--- config.mk ---
export PLATFORM = sky130hd
export DESIGN_NAME = mrv1_wb_arb
export DESIGN_NICKNAME = d
export VERILOG_FILES = /design/src/rtl/mrv1_pkg.sv /design/src/rtl/mrv1_rr_arb.sv /design/src/rtl/mrv1_wb_arb.sv
export SDC_FILE = /design/constraint.sdc
export NUM_CORES = 1
export LEC_CHECK = 0
export ABC_CLOCK_PERIOD_IN_PS = 4440
export CORE_MARGIN = 1.5
export CORE_UTILIZATION = 38
export CTS_BUF_LIST = sky130_fd_sc_hd__clkbuf_8
export DETAILED_ROUTE_END_ITERATION = 12
export PLACE_DENSITY = 0.83
export SETUP_SLACK_MARGIN = 0.3
export SYNTH_ARGS = -nofsm -noshare
export SYNTH_HDL_FRONTEND = slang
export SYNTH_HIERARCHICAL = 1
export SYNTH_SLANG_ARGS = --single-unit
--- constraint.sdc ---
create_clock -name clk_i -period 4.44 [get_ports clk_i]
set_input_delay 1.332 -clock clk_i [delete_from_list [all_inputs] [get_ports clk_i]]
set_output_delay 1.332 -clock clk_i [all_outputs]
set_load 0.01 [all_outputs]
--- src/rtl/mrv1_pkg.sv ---
// Shared core types: writeback request payload and writeback source indices.
package mrv1_pkg;

  localparam int MRV1_DATA_W = 32;
  localparam int MRV1_TID_W  = 3;
  localparam int MRV1_ADDR_W = 5;

  typedef struct packed {
    logic [MRV1_TID_W-1:0]  tid;
    logic [MRV1_ADDR_W-1:0] addr;
    logic [MRV1_DATA_W-1:0] data;
  } wb_req_t;

  localparam int WB_SRC_ALU = 0;
  localparam int WB_SRC_MUL = 1;
  localparam int WB_SRC_LSU = 2;

endpackage

--- src/rtl/mrv1_rr_arb.sv ---
// Round-robin arbiter: grants the first requester at or after the pointer, then
// moves the pointer just past the winner.
module mrv1_rr_arb #(
  parameter  int N  = 3,
  localparam int IW = (N > 1) ? $clog2(N) : 1
) (
  input  logic          clk_i,
  input  logic          rst_i,
  input  logic [N-1:0]  req,
  input  logic          en,
  output logic [N-1:0]  gnt,
  output logic [IW-1:0] gnt_idx
);

  logic [IW-1:0] ptr;
  logic [IW:0]   sum;
  logic [IW-1:0] idx;
  logic          found;

  // Scan ptr, ptr+1, ... with an explicit wrap so non-power-of-two N works.
  always_comb begin
    gnt     = '0;
    gnt_idx = '0;
    found   = 1'b0;
    sum     = '0;
    idx     = '0;
    for (int off = 0; off < N; off++) begin
      sum = {1'b0, ptr} + (IW+1)'(off);
      idx = (sum >= (IW+1)'(N)) ? IW'(sum - (IW+1)'(N)) : IW'(sum);
      if (en && !found && req[idx]) begin
        found    = 1'b1;
        gnt[idx] = 1'b1;
        gnt_idx  = idx;
      end
    end
  end

  always_ff @(posedge clk_i) begin
    if (!rst_i)
      ptr <= '0;
    else if (found)
      ptr <= (gnt_idx == IW'(N-1)) ? '0 : gnt_idx + 1'b1;
  end

endmodule

--- src/rtl/mrv1_wb_arb.sv ---
// Writeback arbiter: picks one execution-unit result per cycle and registers it
// onto the RF write port together with a scoreboard-clear pulse.
module mrv1_wb_arb
  import mrv1_pkg::*;
#(
  parameter int DATA_WIDTH_P    = 32,
  parameter int NUM_THREADS_P   = 8,
  parameter int rf_addr_width_p = 5,
  parameter int NUM_SRC_P       = 3,
  parameter int TID_WIDTH_LP    = $clog2(NUM_THREADS_P),
  parameter int SRC_ID_WIDTH_LP = $clog2(NUM_SRC_P)
) (
  input  logic                                          clk_i,
  input  logic                                          rst_i,
  input  logic                                          hold_i,
  input  logic [NUM_SRC_P-1:0]                          src_valid_i,
  output logic [NUM_SRC_P-1:0]                          src_ready_o,
  input  logic [NUM_SRC_P-1:0][TID_WIDTH_LP-1:0]        src_tid_i,
  input  logic [NUM_SRC_P-1:0][rf_addr_width_p-1:0]     src_addr_i,
  input  logic [NUM_SRC_P-1:0][DATA_WIDTH_P-1:0]        src_data_i,
  output logic                                          rd_w_en_o,
  output logic [TID_WIDTH_LP-1:0]                       rd_tid_o,
  output logic [rf_addr_width_p-1:0]                    rd_addr_o,
  output logic [DATA_WIDTH_P-1:0]                       rd_data_o,
  output logic                                          sb_clr_o,
  output logic [TID_WIDTH_LP-1:0]                       sb_clr_tid_o,
  output logic [rf_addr_width_p-1:0]                    sb_clr_addr_o,
  output logic [SRC_ID_WIDTH_LP-1:0]                    grant_src_o
);

  typedef struct packed {
    logic [TID_WIDTH_LP-1:0]    tid;
    logic [rf_addr_width_p-1:0] addr;
    logic [DATA_WIDTH_P-1:0]    data;
  } req_t;

  logic [NUM_SRC_P-1:0]       gnt;
  logic [SRC_ID_WIDTH_LP-1:0] gnt_idx;
  logic                       any_gnt;
  req_t                       sel;
  req_t                       out_q;

  mrv1_rr_arb #(.N(NUM_SRC_P)) u_rr (
    .clk_i   (clk_i),
    .rst_i   (rst_i),
    .req     (src_valid_i),
    .en      (rst_i && !hold_i),
    .gnt     (gnt),
    .gnt_idx (gnt_idx)
  );

  assign src_ready_o = gnt;
  assign any_gnt     = |gnt;

  always_comb begin
    sel.tid  = src_tid_i[gnt_idx];
    sel.addr = src_addr_i[gnt_idx];
    sel.data = src_data_i[gnt_idx];
  end

  // Payload holds when idle; only the enables pulse.
  always_ff @(posedge clk_i) begin
    if (!rst_i) begin
      rd_w_en_o   <= 1'b0;
      sb_clr_o    <= 1'b0;
      out_q       <= '0;
      grant_src_o <= '0;
    end else begin
      rd_w_en_o <= any_gnt && (sel.addr != '0);
      sb_clr_o  <= any_gnt;
      if (any_gnt) begin
        out_q       <= sel;
        grant_src_o <= gnt_idx;
      end
    end
  end

  assign rd_tid_o      = out_q.tid;
  assign rd_addr_o     = out_q.addr;
  assign rd_data_o     = out_q.data;
  assign sb_clr_tid_o  = out_q.tid;
  assign sb_clr_addr_o = out_q.addr;

endmodule

---- Yosys cells after proc, flatten, opt, wreduce, memory -nomap -nowiden ----
Cells that the tools add are included.
storage, ports and cells
  register bits after elaboration ......... 46
  output and inout bits ................... 55
  logic and storage cells ................. 72
operators by class
  $add $sub $neg .......................... 6
  order comparisons ....................... 10
  equal/unequal tests ..................... 1
  mux-type cells .......................... 31
  bitwise operators ....................... 2
  reduce and logical (&&, ||, !) cells .... 15
operator list
  operator             count
  $bmux 32 s2          1
  $mux 32              1
  $mux 2               7
  $lt 2x3->1 const B   4
  $mux 3               4
  $bmux 5 s2           1
  $logic_and 1x1->1    10
  $mux 1               9
  $bmux 1 s2           3
  $bmux 3 s2           1
  $demux 1 s2          3
  $ge 2x1->1 const B   3
  $ge 3x2->1 const B   2
  $or 3x3->3           2
  $sub 2x2->2 const B  3
  $mux 5               1
  $reduce_bool 5->1    1
  $add 2x1->3 const B  1
  $add 2x2->3 const B  1
  $logic_not 1->1      3
  $reduce_or 3->1      1
  $add 2x1->2 const B  1
  $eq 2x2->1 const B   1
  $ge 2x2->1 const B   1

---- Depth between registers and ports, before layout ----
Gate-level depths: netlist (run 1).
  depth after elaboration ................. 18
  gate-level depth with buffers ........... 13
  depth with buffers taken out ............ 10

---- Modules after synthesis ----
The synthesis (run 1) kept the hierarchy.
modules (own cells, without submodules)
  module       instances  cells each  area an instance (um^2)
  mrv1_wb_arb  1          293         2389.8
  mrv1_rr_arb  1          65          485.5

---- Worst setup path after synthesis (run 1) ----
Ideal clock, no wire load.
  path type ............................... in2out
  from .................................... input rst_i
  to ...................................... output src_ready_o[1]
  arrival time ............................ 2.743 ns
  required time ........................... 3.108 ns
  slack ................................... 0.365 ns
  stages .................................. 7
  cell sequence ........................... clkinv_1 clkbuf_1 nor2_1 clkbuf_2 nand4b_1 a2111oi_1 or3b_1
on the way
  cells in the longest elaborated chain, start to end .. 11
  elaborated cells on any way between the ends .. 15
ends and longest elaborated chain
  item                            RTL line           text
  from (decl)                     mrv1_wb_arb.sv:14  input logic rst_i,
  $logic_and 1x1->1 *             mrv1_wb_arb.sv:47  .en (rst_i && !hold_i),
  $logic_and 1x1->1               mrv1_rr_arb.sv:30  if (en && !found && req[idx]) begin
  $mux 1                          mrv1_rr_arb.sv:30
  $logic_not 1->1                 mrv1_rr_arb.sv:30
  $logic_and 1x1->1 (2 in a row)  mrv1_rr_arb.sv:30
  $mux 1                          mrv1_rr_arb.sv:30
  $logic_not 1->1                 mrv1_rr_arb.sv:30
  $logic_and 1x1->1 (2 in a row)  mrv1_rr_arb.sv:30
  $mux 3 *                        mrv1_rr_arb.sv:30
  to (decl)                       mrv1_wb_arb.sv:17  output logic [NUM_SRC_P-1:0] src_ready_o,
Every way passes the cells marked *; elsewhere a longest branch is shown, timed or not.

---- Final worst setup path (run 1) ----
  from .................................... input hold_i
  to ...................................... output src_ready_o[1]
on the way
  cells in the longest elaborated chain, start to end .. 12
  elaborated cells on any way between the ends .. 16
ends and longest elaborated chain
  item                            RTL line           text
  from (decl)                     mrv1_wb_arb.sv:15  input logic hold_i,
  $logic_not 1->1 *               mrv1_wb_arb.sv:47
  $logic_and 1x1->1 *             mrv1_wb_arb.sv:47
  $logic_and 1x1->1               mrv1_rr_arb.sv:30
  $mux 1                          mrv1_rr_arb.sv:30
  $logic_not 1->1                 mrv1_rr_arb.sv:30
  $logic_and 1x1->1 (2 in a row)  mrv1_rr_arb.sv:30
  $mux 1                          mrv1_rr_arb.sv:30
  $logic_not 1->1                 mrv1_rr_arb.sv:30
  $logic_and 1x1->1 (2 in a row)  mrv1_rr_arb.sv:30
  $mux 3 *                        mrv1_rr_arb.sv:30
Marks and branches as above.

==> metrics.txt, run 1 <==
status completed; post-route ant nets 0; antenna cells 0; Via density 5.33; syn nets 488; Reg2Reg Depth 10; Area contributors post-synth dfxtp_1, mux2i_1, nor2_1, a211oi_1, nor3_1; Max Freq 0.243 GHz; core box area 0.00729 mm2; Synth top cells by count nor2_1, dfxtp_1, mux2i_1, nor3_1, a211oi_1; Avg Inst Size Synth 8.03 um2; Area Overhead vs Synth 69.1%; grt ovf 0; Worst Hold Path EP grant_src_o[1]; Top FF cell, synth dfxtp_1; fin crit share 92.8%; Worst-Skew Late Latency 0.29 ns; share of cells above drive strength 1 9.45%; Worst path most repeated cell buf_4; Pre-antenna DRT Iters 4; drt initial violations 81; fin nets 659; Leak 0.00175 uW; # DRC 0; leading area contributor after synthesis dfxtp_1; Port Buffers 180; mapped cell area 0.00288 mm2; critical hold path startpoint grant_src_o[1]; WS Path Type in2out; Gate Count Post-Synth 358; initial core utilization 39.4%; pre-CTS setup slack -0.348 ns; PwrDens 263 mW/mm2; Inserted Clock Buffers 5; gpl congestion 0.899; sequential element share of the synthesized area 32.0%; fraction of registers with async set/reset 0%; clock root cell clkbuf_8; dpl hpwl 7.25 mm; Critical R2R Launch u_rr/ptr[0]; vias 3345; final core utilization 66.7%; Rel. slew slack 68.3%; CTS tree yes; Max stage delay on crit path 0.47 ns; Final min period 4.12 ns; boundary pin count 181; Tightest Pin Transition 0.476 ns; first-pass GRT wire length 15.4 mm; RSZ-0062 raised after global routing yes; Max Buffers Root-to-Sink 2; Seq cells post-synth 46; Post-synth EDFFs 0; antenna violations before repair 0; final setup vio count 0; CP top delay family buffers and inverters; peak supply drop 0.120 mV; maximum fanout along the worst path 4; Die Span Y 90.0 um; Buf/Inv on CP 4; Avg WL per Cell 15.4 um; Min-Delay Path Depth 2; Worst Hold Class reg2reg; pin count of the biggest net entering global routing 44; hold_ws 0.464 ns; aggregate global-route resource usage 23.2%; count of cell types in the netlist 45; most common cell in the netlist nor2_1; critical path's slowest cell clkdlybuf4s50_1; Die Wd 90.0 um; Worst Setup Start Kind primary input; top-area cell type share of the netlist area 32.0%; Crit. End Element output pin; skew final 0.0111 ns; final hold violations 0; overall power 1280 uW; row cnt 31; CTS clk-pin slew, worst paths 0.08 ns; RR Endpoint rd_data_o[6]; Pins Over Slew Limit 0; Yosys Warn Count 6; vias in the first global route 3299; final WL 9.66 mm; H-tree depth 2; Sink Count 46; die area 0.00810 mm2; crit-path cells clkdlybuf4s50_1 > nor2_2 > buf_4 > buf_4 > o311ai_2 > or3b_4 > buf_6; PnR worst setup slack 0.319 ns; Max Cap Viol 0; required time at the worst-slack endpoint 3.11 ns; crit path DAT 2.79 ns; internal reg-to-reg setup slack 1.17 ns
where the power goes:
| group | total, uW | leakage, uW | switching, uW | internal (uW) |
|---|---|---|---|---|
| Combinational | 536 | 0.00133 | 233 | 303 |
| Clock | 244 | 0.0000414 | 138 | 106 |
| Sequential | 497 | 0.000378 | 30.6 | 466 |
registers in the layout (all words and copies together) (netlist names):
register and count:
rd_data_o 32, rd_addr_o 5, rd_tid_o 3, grant_src_o 2, u_rr/ptr 2, rd_w_en_o 1, sb_clr_o 1
layer usage:
layer	share of wire [%]	global-route usage (%)	vias up	wire, um
met1	40	25.2	1561	3830
met2	51	44.0	169	4940
li1	-	-	1601	-
met5	0	0	-	0
met4	1.3	7.01	0	124
met3	7.9	5.58	14	764
worst max-delay path by stage:
stage	from	to	slack, ns	cells after the start
global route	src_valid_i[2]	src_ready_o[0]	0.29	7
global placement	rst_i	src_ready_o[1]	-0.22	7
CTS	hold_i	src_ready_o[1]	0.32	7
finish	hold_i	src_ready_o[1]	0.32	7
floorplan	rst_i	src_ready_o[1]	0.36	7
detailed placement	rst_i	src_ready_o[1]	-0.35	7
through the flow:
| step | instances | cell area (um2) | TNS (ns) |
|---|---|---|---|
| after floorplan | 358 | 2880 | 0 |
| final | 628 | 4860 | 0 |
| after CTS | 627 | 4840 | 0 |
| after detailed placement | 617 | 4730 | -0.805 |
| after global placement | 617 | 4730 | -0.527 |
| after global routing | 628 | 4860 | 0 |
cell usage in the layout, fill, tap and decap left out, types with 2 or more instances in the layout:
master / netlist / layout
a211oi_1: 38 / 37
nor2b_1: 3 / 3
nor2_1: 87 / 85
dlygate4sd2_1: 0 / 3
ha_1: 4 / 4
dfxtp_1: 46 / 46
clkdlybuf4s50_1: 0 / 173
mux2i_1: 44 / 43
nand2_1: 13 / 13
clkbuf_2: 1 / 2
clkbuf_8: 0 / 5
inv_1: 2 / 3
a21oi_1: 6 / 6
nor3_1: 39 / 39
buf_4: 12 / 23
nor2b_4: 0 / 2
o2bb2ai_1: 4 / 4
nor2_2: 0 / 2
what timing repair did:
item | CTS | global route
pin swaps | 2 | 1
buffers inserted | 3 | 1
setup endpoints to repair | 3 | 3
hold buffers | 0 | 0
resized for setup | 20 | 9
worst reg2reg max path, cell delays in order, from the launching register on:
cell and delay, ns:
dfxtp_1 0.39, inv_1 0.08, ha_1 0.48, nor4bb_1 0.22, o311ai_2 0.36, or3b_2 0.55, buf_12 0.21, nor2b_4 0.35
buf_4 0.28, a211oi_1 0.10, nor3_1 0.16
cell type report:
type / count / area (um2)
tap: 99 / 124
multi-input combinational: 269 / 1750
clock buffer: 5 / 68.8
inverter: 3 / 12.5
clock inverter: 2 / 11.3
fill: 601 / 2430
sequential: 46 / 921
timing repair buffer: 204 / 1980
logic make-up (layout without fill, tap and decap cells):
group,after synthesis,count (layout),share of synthesized area [%]
compound gates,65,65,17.1
simple gates,156,156,24.6
flops,46,46,32.0
mux,44,44,15.3
fa+ha+maj,4,4,1.74
buf+inv,43,214,9.23
Power figures use the tool's default switching activity.
==> run 2, diff against run 1 <==
--- a/config.mk
+++ b/config.mk
@@ -7,10 +7,11 @@
 export LEC_CHECK = 0
 export ABC_CLOCK_PERIOD_IN_PS = 4440
 export CORE_MARGIN = 1.5
-export CORE_UTILIZATION = 38
+export CORE_UTILIZATION = 60
 export CTS_BUF_LIST = sky130_fd_sc_hd__clkbuf_8
 export DETAILED_ROUTE_END_ITERATION = 12
-export PLACE_DENSITY = 0.83
+export DONT_BUFFER_PORTS = 1
+export PLACE_DENSITY = 0.76
 export SETUP_SLACK_MARGIN = 0.3
 export SYNTH_ARGS = -nofsm -noshare
 export SYNTH_HDL_FRONTEND = slang
==> run 2 against run 1 <==
  * Via count fell by 26%
  * Utilization decreased by 4.7 points
  * Fmax grew 4.6%
  * Largest power group is now sequential cells
==> metrics.txt, run 2 (synthesis results as in run 1) <==
status completed; crit path DAT 2.61 ns (-0.18 ns); core box area 0.00466 mm2 (-36%); PwrDens 376 mW/mm2 (+43%); fin crit share 88.7% (-4.1 points); WS Path Type in2out; skew final 0.00522 ns (-0.00584 ns); hold-fix buffer count after cts 0 (unchanged); CTS tree yes; Area Overhead vs Synth 0.479%; final hold violations 0 (unchanged); CTS clk-pin slew, worst paths 0.09 ns (about the same); Die Span Y 72.2 um (-20%); pre-CTS setup slack 0.520 ns (+0.868 ns); Worst-Skew Late Latency 0.29 ns (about the same); aggregate global-route resource usage 25.0% (+1.8 points); Sink Count 46 (unchanged); Tightest Pin Transition 0.757 ns (+0.280 ns); Max stage delay on crit path 0.50 ns (+0.03 ns); grt ovf 0 (unchanged); clock root cell clkbuf_8; Worst Hold Class reg2reg; share of cells above drive strength 1 7.16% (-2.3 points); Inserted Clock Buffers 5 (unchanged); initial core utilization 61.7% (+22 points); Worst Setup Start Kind primary input; pin count of the biggest net entering global routing 44 (unchanged); Avg WL per Cell 17.1 um (+11%); post-route ant nets 0 (unchanged); H-tree depth 2 (unchanged); cts repair resizes 0 (-100%); peak supply drop 0.194 mV (+62%); post-CTS setup repair buffer count 0 (-3); RSZ-0062 raised after global routing no; Max Freq 0.254 GHz (+4.6%); dpl hpwl 4.83 mm (-33%); maximum fanout along the worst path 10 (+6); vias 2481 (-26%); final WL 6.65 mm (-31%); die area 0.00522 mm2 (-36%); most frequent cells in the layout nor2_1, dfxtp_1, mux2i_1; # DRC 0 (unchanged); Die Wd 72.2 um (-20%); PnR worst setup slack 0.501 ns (+0.181 ns); gpl congestion 0.884 (-1.7%); Final min period 3.94 ns (-0.181 ns); final setup vio count 0 (unchanged); Port Buffers 0 (-100%); drt initial violations 146 (+80%); vias in the first global route 2241 (-32%); CP top delay family simple AND/OR/NAND/NOR gates; fin nets 464 (-30%); Max Cap Viol 0 (unchanged); antenna cells 0 (unchanged); Setup TNS 0 ns (unchanged); Buf/Inv on CP 2 (-2); critical path's slowest cell a2111oi_1; first-pass GRT wire length 10.4 mm (-33%); Pins Over Slew Limit 0 (unchanged); required time at the worst-slack endpoint 3.11 ns (about the same); crit-path cells clkinv_1 > nor2_1 > buf_4 > nand4b_1 > a2111oi_1 > or3b_1; Via density 6.38 (+20%); boundary pin count 181 (unchanged); Max Buffers Root-to-Sink 2 (unchanged); commonest non-fill, non-tap cell in the layout nor2_1; Crit. End Element output pin; row cnt 25 (-19%); max FFs per register 32 (unchanged); Pre-antenna DRT Iters 4 (unchanged); Rel. slew slack 49.0% (-19 points); Leak 0.000983 uW (-44%); antenna violations before repair 0 (unchanged)
==> run 2: power by group <==
part / switching, uW / leakage (uW) / total, uW / internal, uW
sequential: 71.0 / 0.000378 / 538 / 467
combinational: 141 / 0.000546 / 236 / 95.0
clock: 143 / 0.0000585 / 312 / 169
total: 355 / 0.000983 / 1090 / 731
==> run 2: stage by stage <==
step | hold WS (ns) | util (%) | instance area [um2] | cells | power, uW
after floorplan | 0.476 | - | 2880 | 358 | 756
after global placement | 0.499 | 59.6 | 2780 | 381 | 778
after detailed placement | 0.502 | 59.6 | 2780 | 381 | 786
after CTS | 0.513 | 62.0 | 2890 | 389 | 1100
after global routing | 0.548 | 62.0 | 2890 | 389 | 1160
final | 0.510 | 62.0 | 2890 | 389 | 1090
==> run 2: path summary, 6_finish.rpt <==
kind / from / endpoint / slack (ns) / cells past startpoint
setup / recovery: rst_i / src_ready_o[1] / 0.50 / 6
hold / removal: grant_src_o[0] / grant_src_o[0] / 0.51 / 2
setup reg to reg: u_rr/ptr[0] / rd_w_en_o / 1.28 / 10
hold reg to reg: grant_src_o[0] / grant_src_o[0] / 0.51 / 2
==> run 2: worst register-to-register path, cell delays in order, from the launching register on <==
cell	delay (ns)
dfxtp_1	0.41
inv_1	0.08
ha_1	0.46
nand4b_1	0.28
a2111oi_1	0.50
or3b_2	0.25
buf_4	0.31
mux2i_1	0.22
o2bb2ai_1	0.11
nor4_1	0.31
a21boi_1	0.10
==> run 2: final cells by class <==
type,count,area (um2)
Inverter,3,11.3
Clock buffer,5,68.8
Fill cell,415,1770
Multi-Input combinational cell,269,1710
Tap cell,54,67.6
Clock inverter,3,43.8
Sequential cell,46,921
Timing Repair Buffer,9,67.6
==> run 2: per-layer routing <==
metal	track usage, %	routed length, um
met1	28.5	2550
met2	45.1	3480
met3	7.78	565
met4	6.71	53
met5	0	0
==> run 3, diff against run 2 <==
--- a/config.mk
+++ b/config.mk
@@ -13,6 +13,7 @@
 export DONT_BUFFER_PORTS = 1
 export PLACE_DENSITY = 0.76
 export SETUP_SLACK_MARGIN = 0.3
+export SKIP_CTS_REPAIR_TIMING = 1
 export SYNTH_ARGS = -nofsm -noshare
 export SYNTH_HDL_FRONTEND = slang
 export SYNTH_HIERARCHICAL = 1
==> results of run 3 <==
Same layout as run 2: the final DEF is identical, and so are final timing and power.
